===== src/rtl/simple_pipe_fetch.sv =====
// Instruction fetch/issue buffer: DEPTH-entry FIFO feeding a registered issue slot that emits NOP bubbles when idle.
// Optional issue/bubble statistics counters are built when SIMPLE_PIPE_FETCH_CNT_EN is defined.
module simple_pipe_fetch #(
    parameter int DEPTH = 4,
    parameter int CNT_W = 16
) (
    input  logic                     clk,
    input  logic                     rst,
    input  logic                     in_valid,
    input  logic [7:0]               in_inst,
    output logic                     in_ready,
    input  logic                     issue_en,
    input  logic                     flush,
    output logic [7:0]               inst,
    output logic                     inst_valid,
    output logic [$clog2(DEPTH):0]   fifo_count
`ifdef SIMPLE_PIPE_FETCH_CNT_EN
    ,
    output logic [CNT_W-1:0]         issued_cnt,
    output logic [CNT_W-1:0]         bubble_cnt
`endif
);

    localparam int PW = $clog2(DEPTH);
    localparam int CW = PW + 1;

    logic [PW-1:0] wr_ptr_q, wr_ptr_d;
    logic [PW-1:0] rd_ptr_q, rd_ptr_d;
    logic [CW-1:0] count_q, count_d;
    logic [7:0]    inst_q, inst_d;
    logic          inst_valid_q, inst_valid_d;
    logic [7:0]    mem_q [DEPTH];
    logic          push, pop;

    // Handshake: a word transfers on a rising edge where in_valid && in_ready; in_ready
    // never depends on in_valid, and is held low during reset, on flush, and when full.
    assign in_ready = rst && !flush && (count_q != CW'(DEPTH));
    assign push     = in_valid && in_ready;
    assign pop      = !flush && issue_en && (count_q != '0);

    always_comb begin
        wr_ptr_d     = wr_ptr_q;
        rd_ptr_d     = rd_ptr_q;
        count_d      = count_q;
        inst_d       = 8'h00;
        inst_valid_d = 1'b0;
        if (flush) begin
            wr_ptr_d = '0;
            rd_ptr_d = '0;
            count_d  = '0;
        end else begin
            if (push) begin
                wr_ptr_d = wr_ptr_q + PW'(1);
            end
            if (pop) begin
                rd_ptr_d     = rd_ptr_q + PW'(1);
                inst_d       = mem_q[rd_ptr_q];
                inst_valid_d = 1'b1;
            end
            count_d = count_q + CW'(push) - CW'(pop);
        end
    end

    always_ff @(posedge clk or negedge rst) begin
        if (!rst) begin
            wr_ptr_q     <= '0;
            rd_ptr_q     <= '0;
            count_q      <= '0;
            inst_q       <= 8'h00;
            inst_valid_q <= 1'b0;
        end else begin
            wr_ptr_q     <= wr_ptr_d;
            rd_ptr_q     <= rd_ptr_d;
            count_q      <= count_d;
            inst_q       <= inst_d;
            inst_valid_q <= inst_valid_d;
        end
    end

    // Storage needs no reset: entries are only read when counted as valid.
    always_ff @(posedge clk) begin
        if (push) begin
            mem_q[wr_ptr_q] <= in_inst;
        end
    end

    assign inst       = inst_q;
    assign inst_valid = inst_valid_q;
    assign fifo_count = count_q;

`ifdef SIMPLE_PIPE_FETCH_CNT_EN
    logic [CNT_W-1:0] issued_cnt_q, bubble_cnt_q;

    // Flush is not a reset for the statistics; it only shows up as a bubble.
    always_ff @(posedge clk or negedge rst) begin
        if (!rst) begin
            issued_cnt_q <= '0;
            bubble_cnt_q <= '0;
        end else begin
            issued_cnt_q <= issued_cnt_q + CNT_W'(inst_valid_d);
            bubble_cnt_q <= bubble_cnt_q + CNT_W'(!inst_valid_d);
        end
    end

    assign issued_cnt = issued_cnt_q;
    assign bubble_cnt = bubble_cnt_q;
`endif

endmodule

===== config.mk =====
export PLATFORM = sky130hd
export DESIGN_NAME = simple_pipe_fetch
export DESIGN_NICKNAME = d
export VERILOG_FILES = /design/src/rtl/simple_pipe_fetch.sv
export SDC_FILE = /design/constraint.sdc
export NUM_CORES = 1
export LEC_CHECK = 0
export BUFFER_PORTS_ARGS = -buffer_cell sky130_fd_sc_hd__buf_4
export CAP_MARGIN = 10
export CORE_ASPECT_RATIO = 0.75
export CORE_UTILIZATION = 40
export CTS_CLUSTER_DIAMETER = 40
export DETAILED_ROUTE_END_ITERATION = 8
export GPL_TIMING_DRIVEN = 1
export PLACE_DENSITY = 0.71
export SETUP_SLACK_MARGIN = 0.05
export SLEW_MARGIN = 15
export SYNTH_ARGS = -nofsm -noshare
export SYNTH_HDL_FRONTEND = slang
export SYNTH_SLANG_ARGS = --single-unit

===== constraint.sdc =====
create_clock -name clk -period 2.97 [get_ports clk]
set_input_delay 0.4455 -clock clk [delete_from_list [all_inputs] [get_ports clk]]
set_output_delay 0.4455 -clock clk [all_outputs]
set_load 0.01 [all_outputs]

==> results.txt <==
Worst Skew: 0.0104 ns
post-synthesis cell count: 105
post_cts resized: 0
cell taking the most area after synthesis: edfxtp_1
num ports: 26
Chip Width: 81.7 um
synth top area cells: edfxtp_1 (50%), dfrtp_1 (21%), mux4_2 (9.5%)
Final min period: 2.37 ns
clock slew at reported path FFs: 0.09 ns
nets: 155
first-pass GRT wire length: 4.94 mm
remaining antenna violation count after routing: 0
layout cell share with drive strength beyond 1: 31.6%
Die ar.: 5040 um2
gpl congestion: 0.728
Post-synth EDFFs: 32
clk_lat worst skew: 0.30 ns
Overflow after GRT: 0
critical path class: register to register
post-DR vias/cell: 4.88
Vert. Die Dim: 61.8 um
Power, Total: 0.00151 W
Finished Layout Cells: 193
Port Buffer Count: 25
FF+latch area: 1360 um2
Core ar.: 4520 um2
Pins Over Slew Limit: 0
worst hold margin: 0.00174 ns
antenna violations before repair: 0
Cells after DPL: 185
synthesized area per cell: 18.1 um2
cts bufs inserted: 5
Core Rows: 21
Cell Area, Synth: 1900 um2
GRT Overall Usage: 14.6%
share of the synthesized area in the top cell type: 50.5%
# clock sinks: 48
root buffer cell: clkbuf_8
hold_buf cts: 0
CTS tree: done
peak supply drop: 356 uV
Seq/Total Area, Yosys: 71.5%
worst hold path type: input port to asynchronous set/reset pin
DR iter-0 viols: 99
Post-Syn Nets: 125
Peak Freq: 422 MHz
fin crit share: 79.7%
number of remaining DRC errors: 0
setup_tns: 0 ns
vias in the first global route: 951
Post-CTS Setup Repair Bufs: 0
largest net degree at the start of global routing: 19
async set or reset register ratio after synthesis: 33.3%
Post-synth top flop: edfxtp_1
synthesis-to-layout area growth: 17.4%
n_diodes: 0
Synth cell types: 24
most common cell after layout, fill and taps aside: edfxtp_1
FILL cells: 406
P per Cell Area: 673 nW/um2
Tightest Pin Transition: 0.585 ns
vias: 942
Crit Path Max Fanout: 7
RSZ-0062 raised after global routing: false
YS warnings: 0
Max-slew headroom: 61.0%
outcome: completed
H-tree levels: 2
Max Cap Viol: 0
final setup vio count: 0
Fin. Hold Viols: 0
arrival time worst endpoint: 2.56 ns
Yosys reg bits: 48
clock buffer depth: 2
iteration count of the initial detailed-routing pass: 4
Setup crit start kind: register
CP Data Required Time: 3.16 ns
WL final: 3.22 mm
most frequent cells in the layout: edfxtp_1 (32), buf_4 (26), dfrtp_1 (16)
dpl hpwl: 2.10 mm
WL/cell: 16.7 um
multi-input logic area: 493 um2
Worst Setup End Kind: register
Static Leak: 0.908 nW
initial core utilization: 42.1%
## worst max-delay path, cell delays in order, from the launching register on
cell and delay, ns:
dfrtp_1 0.49, or3b_1 0.43, and4_4 0.24, inv_1 0.06, ha_1 0.21, inv_1 0.06
ha_1 0.13, inv_1 0.05, fa_1 0.38, xnor2_1 0.17, nor2_1 0.05
## metrics by stage
stage | instance area [um2] | utilization, % | setup WS [ns]
2_1_floorplan | 1900 | - | 0.496
3_3_place_gp | 2150 | 47.6 | 0.724
3_5_place_dp | 2150 | 47.6 | 0.615
4_1_cts | 2240 | 49.5 | 0.601
5_1_grt | 2240 | 49.5 | 0.475
6_report | 2240 | 49.5 | 0.602
## Yosys cell counts (2+ instances only)
library cell / instances
and2_1: 4
and2b_1: 2
dfrtp_1: 16
edfxtp_1: 32
ha_1: 6
inv_1: 8
mux4_2: 8
nor2_1: 5
nor2b_1: 7
xor2_1: 3
## final cells by class
class,instances,share of cell area (%)
Multi-Input combinational cell,46,22.0
Tap cell,57,3.19
Clock inverter,2,0.560
Clock buffer,6,3.25
Timing Repair Buffer,26,8.73
Inverter,8,1.34
Sequential cell,48,60.9
## power breakdown
group / switching [W] / internal (W) / total (W)
Clock: 0.000208 / 0.000165 / 0.000373
Combinational: 0.000116 / 0.000177 / 0.000293
Sequential: 0.0000761 / 0.000764 / 0.000841
Total: 0.000400 / 0.00111 / 0.00151
## path summary, 6_finish.rpt
check / from / to / slack [ns] / cells past startpoint
worst max-delay path: fifo_count[1]$_DFF_PN0_ / fifo_count[2]$_DFF_PN0_ / 0.60 / 10
worst min-delay path: rst / inst[1]$_DFF_PN0_ / 0.002 / 1
worst max register to register: fifo_count[1]$_DFF_PN0_ / fifo_count[2]$_DFF_PN0_ / 0.60 / 10
worst min register to register: wr_ptr_q[0]$_DFFE_PN0P_ / wr_ptr_q[0]$_DFFE_PN0P_ / 0.57 / 1
max in group asynchronous: rst / inst[3]$_DFF_PN0_ / 2.76 / 1
min in group clk: in_inst[5] / mem_q[1][5]$_DFFE_PP_ / 0.34 / 1
## flip-flops by register name, indices dropped and copies added (netlist names)
name,cells
rd_ptr_q,2
mem_q,32
inst,8
inst_valid,1
wr_ptr_q,2
fifo_count,3
## layer usage
layer / track usage, % / vias up / wire, um
met5: 0 / - / 0
li1: - / 438 / -
met2: 23.3 / 21 / 1580
met1: 19.4 / 478 / 1460
met3: 4.53 / 5 / 152
met4: 5.26 / 0 / 26
## logic make-up after synthesis
family          synth area share (%)
compound gates                  1.31
mux                             10.8
simple gates                    6.96
flops                           71.5
xor+xnor                        1.84
fa+ha+maj                       4.99
buf+inv                         2.63
(Power assumes the default switching activity.)
